--- src/rtl/vga_pkg.sv ---
// vga_pkg: shared 640x480@60 timing defaults, line/frame total helper and the
// sync/de bundle that travels through the output delay line. Also intended for
// use by the tank renderer so both sides agree on the raster geometry.
package vga_pkg;

  // Sum of the four segments of one line (or frame): active, FP, sync, BP.
  function automatic int unsigned seg_total(input int unsigned active,
                                            input int unsigned fp,
                                            input int unsigned sync,
                                            input int unsigned bp);
    return active + fp + sync + bp;
  endfunction

  localparam int unsigned DEF_H_ACTIVE = 640;
  localparam int unsigned DEF_H_FP     = 16;
  localparam int unsigned DEF_H_SYNC   = 96;
  localparam int unsigned DEF_H_BP     = 48;
  localparam int unsigned DEF_V_ACTIVE = 480;
  localparam int unsigned DEF_V_FP     = 10;
  localparam int unsigned DEF_V_SYNC   = 2;
  localparam int unsigned DEF_V_BP     = 33;
  localparam int unsigned DEF_TILE     = 10;
  localparam int unsigned DEF_PIPE_DLY = 1;
  localparam int unsigned DEF_CW       = 11;

  localparam int unsigned DEF_H_TOTAL =
    seg_total(DEF_H_ACTIVE, DEF_H_FP, DEF_H_SYNC, DEF_H_BP);  // 800
  localparam int unsigned DEF_V_TOTAL =
    seg_total(DEF_V_ACTIVE, DEF_V_FP, DEF_V_SYNC, DEF_V_BP);  // 525

  // Signals that share the 1+PIPE_DLY output latency.
  typedef struct packed {
    logic hsync;
    logic vsync;
    logic de;
    logic line_start;
    logic frame_start;
  } sync_t;

endpackage

--- src/rtl/sig_delay.sv ---
// sig_delay: enable-gated shift register of DEPTH stages, WIDTH bits wide.
// DEPTH = 0 is a plain wire. Stages load RST_VAL on synchronous reset.
// Ports:
//   clk  in  1      clock
//   rst  in  1      synchronous active-high reset
//   en   in  1      shift enable; contents hold when low
//   d    in  WIDTH  input word
//   q    out WIDTH  word delayed by DEPTH enabled cycles
module sig_delay #(
  parameter int unsigned WIDTH = 1,
  parameter int unsigned DEPTH = 1,
  parameter logic [WIDTH-1:0] RST_VAL = '0
) (
  input  logic             clk,
  input  logic             rst,
  input  logic             en,
  input  logic [WIDTH-1:0] d,
  output logic [WIDTH-1:0] q
);

  if (DEPTH == 0) begin : g_wire
    logic unused_ctl;
    assign unused_ctl = ^{clk, rst, en};
    assign q = d;
  end else begin : g_pipe
    logic [DEPTH*WIDTH-1:0] pipe;

    if (DEPTH == 1) begin : g_one
      always_ff @(posedge clk) begin
        if (rst)     pipe <= RST_VAL;
        else if (en) pipe <= d;
      end
    end else begin : g_many
      // Newest word enters at the bottom, oldest leaves at the top.
      always_ff @(posedge clk) begin
        if (rst)     pipe <= {DEPTH{RST_VAL}};
        else if (en) pipe <= {pipe[(DEPTH-1)*WIDTH-1:0], d};
      end
    end

    assign q = pipe[DEPTH*WIDTH-1 -: WIDTH];
  end

endmodule

--- src/rtl/vga_timing_gen.sv ---
// vga_timing_gen: VGA raster timing with pixel coordinates and tile split.
// Counters advance on pix_en; x/y/tile/off are registered one cycle after the
// counter state, sync/de/pulses a further PIPE_DLY enabled cycles later so a
// renderer registered PIPE_DLY cycles after x/y lines up with de.
// Ports:
//   clk_25m              in  1   pixel clock
//   rst                  in  1   synchronous active-high reset
//   pix_en               in  1   pixel advance enable
//   hsync, vsync         out 1   sync pulses at HS_POL / VS_POL when active
//   de                   out 1   display enable (visible area)
//   x, y                 out CW  visible coordinate, 0 outside visible area
//   tile_x, tile_y       out CW  coordinate / TILE
//   off_x, off_y         out CW  coordinate % TILE
//   line_start           out 1   one-cycle pulse at the start of each line
//   frame_start          out 1   one-cycle pulse at the start of each frame
module vga_timing_gen
  import vga_pkg::*;
#(
  parameter int unsigned H_ACTIVE = DEF_H_ACTIVE,
  parameter int unsigned H_FP     = DEF_H_FP,
  parameter int unsigned H_SYNC   = DEF_H_SYNC,
  parameter int unsigned H_BP     = DEF_H_BP,
  parameter int unsigned V_ACTIVE = DEF_V_ACTIVE,
  parameter int unsigned V_FP     = DEF_V_FP,
  parameter int unsigned V_SYNC   = DEF_V_SYNC,
  parameter int unsigned V_BP     = DEF_V_BP,
  parameter logic        HS_POL   = 1'b0,
  parameter logic        VS_POL   = 1'b0,
  parameter int unsigned TILE     = DEF_TILE,
  parameter int unsigned PIPE_DLY = DEF_PIPE_DLY,
  parameter int unsigned CW       = DEF_CW
) (
  input  logic          clk_25m,
  input  logic          rst,
  input  logic          pix_en,
  output logic          hsync,
  output logic          vsync,
  output logic          de,
  output logic [CW-1:0] x,
  output logic [CW-1:0] y,
  output logic [CW-1:0] tile_x,
  output logic [CW-1:0] tile_y,
  output logic [CW-1:0] off_x,
  output logic [CW-1:0] off_y,
  output logic          line_start,
  output logic          frame_start
);

  localparam int unsigned H_TOTAL  = seg_total(H_ACTIVE, H_FP, H_SYNC, H_BP);
  localparam int unsigned V_TOTAL  = seg_total(V_ACTIVE, V_FP, V_SYNC, V_BP);
  localparam int unsigned HS_START = H_ACTIVE + H_FP;
  localparam int unsigned HS_END   = HS_START + H_SYNC;
  localparam int unsigned VS_START = V_ACTIVE + V_FP;
  localparam int unsigned VS_END   = VS_START + V_SYNC;

  localparam sync_t SYNC_IDLE = '{hsync: ~HS_POL, vsync: ~VS_POL, de: 1'b0,
                                  line_start: 1'b0, frame_start: 1'b0};

  logic [CW-1:0] h_cnt, v_cnt;
  logic [CW-1:0] tx_cnt, ox_cnt, ty_cnt, oy_cnt;
  logic          h_last, v_last, ox_last, oy_last, de_raw;
  logic          adv_q;
  sync_t         raw, stage1, dly_q;

  assign h_last  = (h_cnt == CW'(H_TOTAL - 1));
  assign v_last  = (v_cnt == CW'(V_TOTAL - 1));
  assign ox_last = (ox_cnt == CW'(TILE - 1));
  assign oy_last = (oy_cnt == CW'(TILE - 1));
  assign de_raw  = (h_cnt < CW'(H_ACTIVE)) && (v_cnt < CW'(V_ACTIVE));

  // Raster counters plus tile/offset counters that track them without a divider.
  always_ff @(posedge clk_25m) begin
    if (rst) begin
      h_cnt  <= '0;
      v_cnt  <= '0;
      tx_cnt <= '0;
      ox_cnt <= '0;
      ty_cnt <= '0;
      oy_cnt <= '0;
    end else if (pix_en) begin
      if (h_last) begin
        h_cnt  <= '0;
        tx_cnt <= '0;
        ox_cnt <= '0;
        if (v_last) begin
          v_cnt  <= '0;
          ty_cnt <= '0;
          oy_cnt <= '0;
        end else begin
          v_cnt <= v_cnt + CW'(1);
          if (oy_last) begin
            oy_cnt <= '0;
            ty_cnt <= ty_cnt + CW'(1);
          end else begin
            oy_cnt <= oy_cnt + CW'(1);
          end
        end
      end else begin
        h_cnt <= h_cnt + CW'(1);
        if (ox_last) begin
          ox_cnt <= '0;
          tx_cnt <= tx_cnt + CW'(1);
        end else begin
          ox_cnt <= ox_cnt + CW'(1);
        end
      end
    end
  end

  // Undelayed sync/de/pulse levels decoded from the counter state.
  always_comb begin
    raw             = SYNC_IDLE;
    raw.de          = de_raw;
    raw.line_start  = (h_cnt == '0);
    raw.frame_start = (h_cnt == '0) && (v_cnt == '0);
    if ((h_cnt >= CW'(HS_START)) && (h_cnt < CW'(HS_END))) raw.hsync = HS_POL;
    if ((v_cnt >= CW'(VS_START)) && (v_cnt < CW'(VS_END))) raw.vsync = VS_POL;
  end

  // First output stage: coordinates and the head of the sync delay line.
  always_ff @(posedge clk_25m) begin
    if (rst) begin
      x      <= '0;
      y      <= '0;
      tile_x <= '0;
      tile_y <= '0;
      off_x  <= '0;
      off_y  <= '0;
      stage1 <= SYNC_IDLE;
      adv_q  <= 1'b0;
    end else begin
      adv_q <= pix_en;
      if (pix_en) begin
        x      <= de_raw ? h_cnt  : '0;
        y      <= de_raw ? v_cnt  : '0;
        tile_x <= de_raw ? tx_cnt : '0;
        tile_y <= de_raw ? ty_cnt : '0;
        off_x  <= de_raw ? ox_cnt : '0;
        off_y  <= de_raw ? oy_cnt : '0;
        stage1 <= raw;
      end
    end
  end

  sig_delay #(
    .WIDTH  ($bits(sync_t)),
    .DEPTH  (PIPE_DLY),
    .RST_VAL(SYNC_IDLE)
  ) u_sync_dly (
    .clk(clk_25m),
    .rst(rst),
    .en (pix_en),
    .d  (stage1),
    .q  (dly_q)
  );

  assign hsync = dly_q.hsync;
  assign vsync = dly_q.vsync;
  assign de    = dly_q.de;

  // The delay line holds while pix_en is low; qualifying with adv_q keeps the
  // pulses to one cycle instead of stretching them across the hold.
  assign line_start  = dly_q.line_start  & adv_q;
  assign frame_start = dly_q.frame_start & adv_q;

endmodule
--- config.mk ---
export PLATFORM = sky130hd
export DESIGN_NAME = vga_timing_gen
export DESIGN_NICKNAME = d
export VERILOG_FILES = /design/src/rtl/vga_pkg.sv /design/src/rtl/sig_delay.sv /design/src/rtl/vga_timing_gen.sv
export SDC_FILE = /design/constraint.sdc
export NUM_CORES = 1
export LEC_CHECK = 0
export CORE_MARGIN = 1
export CORE_UTILIZATION = 57
export CTS_BUF_LIST = sky130_fd_sc_hd__clkbuf_8
export DETAILED_ROUTE_END_ITERATION = 8
export PLACE_DENSITY = 0.82
export SETUP_SLACK_MARGIN = 0.1
export SLEW_MARGIN = 20
export SYNTH_ARGS = -nofsm -noshare
export SYNTH_HDL_FRONTEND = slang
export SYNTH_SLANG_ARGS = --single-unit
--- constraint.sdc ---
create_clock -name clk_25m -period 2.4 [get_ports clk_25m]
set_input_delay 0.48 -clock clk_25m [delete_from_list [all_inputs] [get_ports clk_25m]]
set_output_delay 0.48 -clock clk_25m [all_outputs]
set_load 0.01 [all_outputs]
======== Yosys cells after proc, flatten, opt, wreduce, memory -nomap -nowiden ========
Index checks and enable logic that the tools add are counted.
word-level totals
  bits in registers ....................... 143
  input bits .............................. 3
  output and inout bits ................... 71
  logic and storage cells ................. 66
operators by class
  add/subtract/negate cells ............... 6
  magnitude comparators ................... 6
  equal/unequal tests ..................... 4
  multiplexer cells ....................... 18
  bitwise gates (word level) .............. 2
  reductions and logical operators ........ 11
operator list
  operator                                                       number
  two-way mux 11 bit                                             16
  adder 11 x 1 -> 11 bit (second input constant)                 6
  equality test 11 x 10 -> 1 bit (second input constant)         2
  equality test 11 x 4 -> 1 bit (second input constant)          2
  zero test 11 bit                                               2
  less-than comparator 11 x 10 -> 1 bit (second input constant)  2
  less-than comparator 11 x 9 -> 1 bit (second input constant)   2
  >= comparator 11 x 10 -> 1 bit (second input constant)         1
  >= comparator 11 x 9 -> 1 bit (second input constant)          1
  logical AND 1 bit                                              4
  AND reduction 2 bit                                            2
  nonzero test 2 bit                                             2
  AND reduction 3 bit                                            1
  AND 1 bit                                                      2
  two-way mux 1 bit                                              2

======== Logic depth before layout (Yosys ltp) ========
Gate-level depths: netlist of run 1.
  depth after elaboration ................. 3
  mapped depth ............................ 8
  gate-level depth less buffers ........... 6

======== Modules after synthesis ========
From an unflattened synthesis of run 1, not the netlist that was laid out.
unflattened totals
  cells, all modules ...................... 643
  area total of the unflattened synthesis .. 6,174.7 µm²
by module, submodules not included
  module          times used  cells an instance  area an instance (µm²)  sequential area each (µm²)
  vga_timing_gen  1           627                5,995.8                 2,762.6
  sig_delay       1           16                 178.9                   100.1

======== Worst setup path before layout of run 1 ========
Ideal clock, no wire load.
  kind .................................... register to register
  start point ............................. register h_cnt[5]
  end point ............................... register oy_cnt[10]
  library setup time ...................... 0.080 ns
  arrival time ............................ 2.135 ns
  slack ................................... 0.185 ns
  stages on the path, launching flop included .. 7
  buffers on the path ..................... 2
  clock period less this slack ............ 2.215 ns
  path through ............................ dfxtp_1 -> buf_6 -> or4_4 -> buf_6 -> or4_4 -> or3_1 -> a211oi_2
between the ends
  longest elaborated chain between the ends .. 2
RTL lines
  what                                  RTL line              RTL
  from (decl)                           vga_timing_gen.sv:59  logic [CW-1:0] h_cnt, v_cnt;
  from (signal assigned)                vga_timing_gen.sv:99  h_cnt <= h_cnt + CW'(1);
  equality test 11 x 10 -> 1 bit        vga_timing_gen.sv:65  assign h_last = (h_cnt == CW'(H_TOTAL - 1));
  AND reduction 2 bit (no source line)  --
  to (signal assigned)                  vga_timing_gen.sv:95  oy_cnt <= oy_cnt + CW'(1);
  to (decl)                             vga_timing_gen.sv:60  logic [CW-1:0] tx_cnt, ox_cnt, ty_cnt, oy_cnt;
Every way passes these cells.
A chain may end at the register's enable or synchronous reset.

======== Final worst setup path of run 1 ========
  start point ............................. register h_cnt[10]
  end point ............................... register oy_cnt[10]
The elaborated chain is that of the path after synthesis.

==> flow_metrics.py, run 1 <==
metrics = {
    "status": {
        "outcome": "finished, final reports clean",
    },
    "clock_tree": {
        "numClockSinks": 143,
        "cts_tree": "yes",
        "clock_latency_ns": 0.43,
        "htreeDepth": 4,
        "cts.clk_slew.worst_paths_ns": 0.07,
        "clockRootBuffer": "clkbuf_8",
        "clock_path_buffers": 2,
        "cts_made_buffers": 17,
        "cts_hold_buf": 0,
    },
    "worst_setup_path": {
        "crit_path_end_kind": "register",
        "critPathKind": "reg2reg",
        "critical-path-max-stage-delay_ns": 0.61,
        "critPathMaxFanout": 5,
        "critPathTopFamily": "simple AND/OR/NAND/NOR gates",
        "cp_common_cell": "or4_4",
        "cpMaxStageDelayCell": "or4_4",
        "critical_path_arrival_ns": 2.56,
        "path_buf_inv": 0,
        "cp_cell_sequence": "or4_4 > or4_4 > or3_1 > a211oi_2",
        "start_kind": "register",
        "crit_required_ns": 2.76,
    },
    "placed_design": {
        "globalplace.congestion": 0.829,
        "port_buffers": 73,
        "place_hpwl_mm": 9.16,
        "placed_area_um2": 6970,
        "dpl_worst_slack_ns": -0.0310,
    },
    "finish": {
        "diodes": 0,
        "fin_area_um2": 7380,
        "num-nets-final": 708,
        "drive_above_1_share_pct": 10.6,
        "syn2layout_area_growth_pct": 23.5,
    },
    "logic_synthesis": {
        "synth_most_common_cell": "dfxtp_1",
        "synth-seq-cells": 143,
        "synth_top_area_cell": "dfxtp_1",
        "synth_common_cells": "dfxtp_1 (143), a22o_1 (63), clkbuf_1 (46)",
        "ys_async_sr_fraction_pct": 0,
        "synth_edf_count": 0,
        "netlist_top_cells_area": "dfxtp_1 (48%), a22o_1 (9.2%), clkbuf_1 (2.9%)",
        "syn_area_per_cell_um2": 9.52,
        "synth.top_cell.area_share_pct": 47.9,
        "yosysUniqueCellTypes": 50,
        "synth_nets": 641,
        "ys_warn_count": 0,
        "synth_top_flop_cell": "dfxtp_1",
        "ys_seq_area_share_pct": 47.9,
        "syn_inst": 628,
        "netlist_area_um2": 5980,
    },
    "power": {
        "p_leak_uw": 0.00264,
        "p_per_area_nw_per_um2": 607,
        "power_uw": 4480,
        "ir_drop_uv": 392,
    },
    "routing": {
        "ant_nets": 0,
        "drcViolationCount": 0,
        "post_drt_wl_per_cell_um": 16.7,
        "vias": 5261,
        "viasPerCell": 6.24,
        "dr.pass1.iters": 5,
        "drt_iter0_drc": 304,
        "wl_mm": 14.1,
    },
    "timing": {
        "max_slew_margin_pct": 75.2,
        "slew_viol_final": 0,
        "rsz0062_at_grt": "false",
        "setup_ws_ns": 0.192,
        "fin_crit_ns": 2.21,
        "finalCritPeriodShare_pct": 92.0,
        "fin_skew_ns": 0.0113,
        "worstMarginPinSlew_ns": 0.368,
        "hold_ws_ns": 0.438,
        "max_freq_mhz": 453,
        "hold_viol_final": 0,
        "finalSetupViolations": 0,
    },
    "floorplanning": {
        "row_count": 37,
        "ios": 74,
        "fp.dieH_um": 104,
        "die_area_um2": 10900,
        "core_um2": 10200,
        "die_w_um": 104,
        "initial_core_util_pct": 58.4,
    },
    "grt": {
        "grt_pass1_vias": 4990,
        "overflow": 0,
        "grt_max_degree": 70,
        "antenna_found_initial": 0,
        "grt_pass1_wl_mm": 23.8,
        "grtUsageTotal_pct": 26.7,
    },
    "job": {
        "maxCapViolations": 0,
    },
    "worst_hold_path": {
        "min_path_type": "reg2reg",
    },
}
-- logic make-up (layout without fill, tap and decap cells) --
kind of cell    count (synthesis)  after routing  synth area share (%)
buf+inv                        67            146                  4.48
fa+ha+maj                      10             10                  2.09
mux                            15             15                  2.51
simple gates                  211            211                  19.0
xor+xnor                       23             23                  3.37
flops                         143            143                  47.9
compound gates                159            159                  20.7
-- worst register-to-register path, cell delays in order, from the launching register on --
cell and delay (ns):
dfxtp_1 0.37, or4_4 0.61, or4_4 0.57, or3_1 0.38, a211oi_2 0.21
-- cell usage in the layout, fill, tap and decap left out, types with 14 or more instances in the layout --
| master | count |
|---|---|
| nand3_1 | 28 |
| buf_4 | 20 |
| nand2_1 | 41 |
| clkbuf_8 | 21 |
| nor2_1 | 39 |
| mux2i_1 | 15 |
| clkdlybuf4s50_1 | 73 |
| inv_1 | 14 |
| dfxtp_1 | 143 |
| a22o_1 | 63 |
| a21oi_1 | 16 |
| nand4_1 | 20 |
-- what timing repair did --
item                                    CTS  global route
hold endpoints to repair                  0             0
endpoints found under the setup margin    0            24
resized for setup                         0             2
buffers inserted                          0             0
-- layer usage --
layer / GRT usage [%] / share of wire [%]
met5: 0 / 0
met4: 11.2 / 2.1
met3: 5.76 / 7.0
met2: 43.2 / 47
met1: 34.4 / 44
-- worst paths after layout --
check / start / end / slack [ns] / depth (start not counted)
worst min register to register: stage1[1]$_SDFFE_PP0P_ / stage1[1]$_SDFFE_PP0P_ / 0.44 / 2
worst max register to register: h_cnt[10]$_SDFFE_PP0P_ / oy_cnt[10]$_SDFFE_PP0P_ / 0.19 / 4
worst min-delay path: stage1[1]$_SDFFE_PP0P_ / stage1[1]$_SDFFE_PP0P_ / 0.44 / 2
worst max-delay path: h_cnt[10]$_SDFFE_PP0P_ / oy_cnt[10]$_SDFFE_PP0P_ / 0.19 / 4
-- registers in the layout, indices dropped and copies added, names as in the netlist --
name          cells
h_cnt            11
off_x            11
off_y            11
ox_cnt           11
oy_cnt           11
tile_x           11
tile_y           11
tx_cnt           11
ty_cnt           11
v_cnt            11
x                11
y                11
stage1            5
u_sync_dly.q      5
adv_q             1
-- per-stage QoR --
stage          utilization (%)  std cells  setup TNS, ns
4_1_cts                   72.1        843              0
5_1_grt                   72.2        843              0
2_1_floorplan                -        628              0
6_report                  72.2        843              0
3_3_place_gp              68.1        812              0
3_5_place_dp              68.1        812        -0.0860
-- where the power goes --
part	total (uW)	internal [uW]	switching, uW
clock	1900	1020	876
sequential	2410	2390	19.0
combinational	171	65.6	105
total	4480	3480	1000
-- final cells by class --
class	instances	area (um^2)
Clock inverter	10	113
Clock buffer	21	289
Tap cell	136	170
Inverter	15	56.3
Sequential cell	143	2860
Fill cell	735	2850
Timing Repair Buffer	100	1020
Multi-Input combinational cell	418	2870
Note: power is estimated with default switching activity, not from simulation.
==> run 2, diff against run 1 <==
--- a/config.mk
+++ b/config.mk
@@ -6,10 +6,10 @@
 export NUM_CORES = 1
 export LEC_CHECK = 0
 export CORE_MARGIN = 1
-export CORE_UTILIZATION = 57
+export CORE_UTILIZATION = 35
 export CTS_BUF_LIST = sky130_fd_sc_hd__clkbuf_8
 export DETAILED_ROUTE_END_ITERATION = 8
-export PLACE_DENSITY = 0.82
+export PLACE_DENSITY = 0.55
 export SETUP_SLACK_MARGIN = 0.1
 export SLEW_MARGIN = 20
 export SYNTH_ARGS = -nofsm -noshare
==> run 2 against run 1 <==
Register-to-register slack barely moved; clock power rose by 6%; largest power group unchanged; maximum frequency fell by 0.29%; clock-buffer cell count fell by 1; highest routed layer unchanged; sequential power barely moved; largest cell class is now registers; setup slack got worse by 0.0064 ns; via count fell by 2.8%; utilization fell by 27 points; clock skew barely moved; first-iteration DRC count rose by 59%; combinational power rose by 2%; routed wire length rose by 6.7%.
==> flow_metrics.py, run 2 (same netlist as run 1, synthesis figures left out) <==
metrics = {
    "finish": {
        "register_area_um2": 2860,
        "syn2layout_area_growth_pct": 25.7,
        "post-route-util_pct": 45.2,
        "num-nets-final": 713,
        "diodes": 0,
        "multi_input_area_um2": 2860,
        "nFillCells": 1539,
        "layout_commonest_cell": "dfxtp_1",
        "drive_above_1_share_pct": 10.8,
        "mostFrequentLayoutCells": "dfxtp_1 (143), clkdlybuf4s50_1 (73), a22o_1 (63), nand2_1 (41), nor2_1 (39)",
    },
    "clock_tree": {
        "htreeDepth": 4,
        "cts_hold_buf": 0,
        "clock_latency_ns": 0.45,
        "cts_tree": "yes",
        "clock_path_buffers": 2,
        "post-cts-setup-buffers": 0,
        "numClockSinks": 143,
        "cts_made_buffers": 17,
        "cts_resized": 0,
        "cts.clk_slew.worst_paths_ns": 0.08,
        "clockRootBuffer": "clkbuf_8",
    },
    "routing": {
        "drcViolationCount": 0,
        "vias": 5114,
        "dr.pass1.iters": 5,
        "drt_iter0_drc": 484,
        "wl_mm": 15.0,
        "ant_nets": 0,
        "post_drt_wl_per_cell_um": 16.1,
        "viasPerCell": 5.49,
    },
    "grt": {
        "grtUsageTotal_pct": 17.5,
        "grt_pass1_wl_mm": 24.8,
        "grt_max_degree": 70,
        "grt_pass1_vias": 4932,
        "overflow": 0,
        "antenna_found_initial": 0,
    },
    "floorplanning": {
        "die_area_um2": 17600,
        "initial_core_util_pct": 35.9,
        "ios": 74,
        "fp.dieH_um": 133,
        "die_w_um": 133,
        "row_count": 47,
        "core_um2": 16600,
    },
    "power": {
        "p_leak_uw": 0.00267,
        "ir_drop_uv": 282,
        "p_per_area_nw_per_um2": 611,
    },
    "placed_design": {
        "globalplace.congestion": 0.842,
        "place_hpwl_mm": 10.2,
        "port_buffers": 73,
    },
    "timing": {
        "rsz0062_at_grt": "false",
        "hold_viol_final": 0,
        "max_freq_mhz": 452,
        "hold_ws_ns": 0.449,
        "max_slew_margin_pct": 61.6,
        "finalSetupViolations": 0,
        "slew_viol_final": 0,
        "finalCritPeriodShare_pct": 92.3,
        "finalSetupTns_ns": 0,
        "fin_crit_ns": 2.21,
        "worstMarginPinSlew_ns": 0.569,
        "fin_skew_ns": 0.0114,
    },
    "worst_setup_path": {
        "critical-path-max-stage-delay_ns": 0.61,
        "cpMaxStageDelayCell": "or4_4",
        "crit_path_end_kind": "register",
        "critPathKind": "reg2reg",
        "cp_common_cell": "or4_4",
        "start_kind": "register",
        "critPathMaxFanout": 5,
        "cp_cell_sequence": "or4_4 > or4_4 > or3_1 > a211oi_2",
        "crit_required_ns": 2.78,
        "critical_path_arrival_ns": 2.59,
    },
    "status": {
        "outcome": "finished, final reports clean",
    },
    "worst_hold_path": {
        "min_path_type": "reg2reg",
    },
    "job": {
        "maxCapViolations": 0,
    },
}
## run 2: changes by cell type in the layout (fill, tap and decap cells not counted), sizes merged
cell,before,now
bufinv,2,3
buf,27,32
clkbuf,21,20
inv,16,18
clkinvlp,4,2
## run 2: worst paths after layout
path | slack [ns] | startpoint | endpoint | cells past startpoint
hold / removal | 0.45 | stage1[1]$_SDFFE_PP0P_ | stage1[1]$_SDFFE_PP0P_ | 2
setup reg to reg | 0.19 | h_cnt[10]$_SDFFE_PP0P_ | oy_cnt[10]$_SDFFE_PP0P_ | 4
setup / recovery | 0.19 | h_cnt[10]$_SDFFE_PP0P_ | oy_cnt[10]$_SDFFE_PP0P_ | 4
hold reg to reg | 0.45 | stage1[1]$_SDFFE_PP0P_ | stage1[1]$_SDFFE_PP0P_ | 2
## run 2: final cells by class
type,count,area share (%)
Sequential cell,143,38.1
Multi-Input combinational cell,418,38.1
Timing Repair Buffer,105,13.9
Clock buffer,20,3.66
Tap cell,220,3.66
Clock inverter,11,1.86
Inverter,15,0.749
## run 2: metrics by stage
step,worst slack [ns],total power [uW],area (um^2),cells
2_1_floorplan,0.185,2570,5980,628
3_3_place_gp,-0.0116,2640,7100,901
3_5_place_dp,-0.0392,2640,7100,901
4_1_cts,0.189,4650,7520,932
5_1_grt,0.121,4780,7520,932
6_report,0.186,4590,7520,932
## run 2: critical path: cells and delay by family, from the launching register on
kind             cells  cell delay, ns
flip-flops           1            0.38
AND/OR/NAND/NOR      3            1.54
AO/OA/AOI/OAI        1            0.21
## run 2: power by group
group	internal (uW)	total [uW]	switching (uW)
combinational	68.7	175	106
sequential	2390	2410	19.7
clock	1100	2010	910
## run 2: layer usage
layer	GRT usage, %	up-vias	share of wire, %
met3	3.30	21	4.3
met2	27.7	141	46
met1	23.2	2448	48
met5	0	-	0
met4	7.41	0	1.8
li1	-	2504	-
==> run 3, diff against run 2 <==
--- a/config.mk
+++ b/config.mk
@@ -9,7 +9,9 @@
 export CORE_UTILIZATION = 35
 export CTS_BUF_LIST = sky130_fd_sc_hd__clkbuf_8
 export DETAILED_ROUTE_END_ITERATION = 8
+export HOLD_SLACK_MARGIN = 0.1
 export PLACE_DENSITY = 0.55
+export RECOVER_POWER = 50
 export SETUP_SLACK_MARGIN = 0.1
 export SLEW_MARGIN = 20
 export SYNTH_ARGS = -nofsm -noshare
==> run 3 against run 2 <==
Final area down 0.55%; flip-flop and latch count unchanged; via count down 0.74%; power down 0.26%; non-clock buffer count unchanged; highest routed layer unchanged.
==> flow_metrics.py, run 3 (same netlist as run 1, synthesis figures left out) <==
metrics = {
    "status": {
        "outcome": "finished, final reports clean",
    },
    "worst_hold_path": {
        "min_path_type": "reg2reg",
        "whs_path_depth": 2,
        "hp-start": "stage1[1]$_SDFFE_PP0P_",
    },
    "worst_setup_path": {
        "start_kind": "register",
        "crit_required_ns": 2.78,
        "cp_cell_sequence": "or4_4 > or4_4 > or3_1 > a211oi_2",
        "critical_path_arrival_ns": 2.59,
        "critPathKind": "reg2reg",
        "cpMaxStageDelayCell": "or4_4",
        "critPathMaxFanout": 5,
        "r2r_start": "h_cnt[10]$_SDFFE_PP0P_",
        "cp_num_cells": 4,
        "critPathTopFamily": "simple AND/OR/NAND/NOR gates",
        "cp_common_cell": "or4_4",
        "critical-path-max-stage-delay_ns": 0.61,
        "rr_worst_depth": 4,
        "path_buf_inv": 0,
        "crit_path_end_kind": "register",
        "worstSetupStartpoint": "h_cnt[10]$_SDFFE_PP0P_",
    },
    "power": {
        "p_per_area_nw_per_um2": 613,
        "p_leak_uw": 0.00288,
        "ir_drop_uv": 279,
    },
    "routing": {
        "dr.pass1.iters": 4,
        "viasPerCell": 5.45,
        "wl_mm": 14.9,
        "vias": 5076,
        "drcViolationCount": 0,
        "post_drt_wl_per_cell_um": 16.0,
        "drt_iter0_drc": 457,
        "ant_nets": 0,
    },
    "finish": {
        "drive_above_1_share_pct": 9.83,
        "mostFrequentLayoutCells": "dfxtp_1 (143), dlygate4sd3_1 (69), a22o_1 (63), nand2_1 (41), nor2_1 (40)",
        "nFillCells": 1541,
        "layout_commonest_cell": "dfxtp_1",
        "num-nets-final": 713,
        "diodes": 0,
        "final_cells": 932,
        "syn2layout_area_growth_pct": 25.1,
    },
    "clock_tree": {
        "cts_hold_buf": 0,
        "cts.clk_slew.worst_paths_ns": 0.08,
        "clock_path_buffers": 2,
        "cts_made_buffers": 17,
        "post-cts-setup-buffers": 0,
        "cts_resized": 0,
        "clock_latency_ns": 0.45,
        "htreeDepth": 4,
        "cts_tree": "yes",
        "numClockSinks": 143,
        "clockRootBuffer": "clkbuf_8",
    },
    "placed_design": {
        "globalplace.congestion": 0.842,
        "dp_cells": 901,
        "port_buffers": 73,
        "dpl_worst_slack_ns": -0.0392,
        "place_hpwl_mm": 10.2,
    },
    "grt": {
        "overflow": 0,
        "grtUsageTotal_pct": 17.5,
        "grt_pass1_wl_mm": 24.8,
        "antenna_found_initial": 0,
        "grt_pass1_vias": 4932,
        "grt_max_degree": 70,
    },
    "floorplanning": {
        "fp.dieH_um": 133,
        "initial_core_util_pct": 35.9,
        "ios": 74,
        "core_um2": 16600,
        "row_count": 47,
        "die_w_um": 133,
        "die_area_um2": 17600,
    },
    "timing": {
        "max_freq_mhz": 452,
        "slew_viol_final": 0,
        "finalSetupTns_ns": 0,
        "hold_ws_ns": 0.450,
        "worstMarginPinSlew_ns": 0.580,
        "max_slew_margin_pct": 60.8,
        "rsz0062_at_grt": "false",
        "fin_crit_ns": 2.21,
        "hold_viol_final": 0,
        "fin_skew_ns": 0.0102,
        "finalSetupViolations": 0,
        "finalCritPeriodShare_pct": 92.2,
        "setup_ws_ns": 0.187,
    },
    "job": {
        "maxCapViolations": 0,
    },
}
-- run 3: through the flow --
step	cell area [um^2]	power [uW]	utilization (%)
6_report	7480	4580	44.9
5_1_grt	7480	4770	44.9
4_1_cts	7520	4650	45.2
3_5_place_dp	7100	2640	42.7
3_3_place_gp	7100	2640	42.7
2_1_floorplan	5980	2570	-
-- run 3: layout make-up --
cell class,count,area [um^2],share of cell area (%)
clock buffer,20,275,3.68
clock inverter,11,140,1.87
inverter,15,56.3,0.753
multi-input combinational,418,2840,38.0
sequential,143,2860,38.3
tap,220,275,3.68
timing repair buffer,105,1020,13.7
-- run 3: tightest hold or removal path, stage by stage (launching register included) --
cell	delay [ns]
dfxtp_1	0.32
nand2_1	0.05
nand2_1	0.04
-- run 3: path summary, 6_finish.rpt --
check	to	slack, ns
setup / recovery	oy_cnt[10]$_SDFFE_PP0P_	0.19
hold / removal	stage1[1]$_SDFFE_PP0P_	0.45
setup reg to reg	oy_cnt[10]$_SDFFE_PP0P_	0.19
hold reg to reg	stage1[1]$_SDFFE_PP0P_	0.45
-- run 3: where the power goes --
group	switching [uW]	internal (uW)	leakage [uW]	total [uW]
clock	905	1100	0.000214	2000
sequential	19.4	2390	0.00115	2410
combinational	105	62.9	0.00151	168
total	1030	3550	0.00288	4580
-- run 3: layer usage --
layer,wire length (um),vias up,track usage (%)
met5,0,-,0
met4,235,0,7.41
li1,-,2492,-
met2,6920,111,27.7
met3,535,20,3.30
met1,7260,2453,23.2
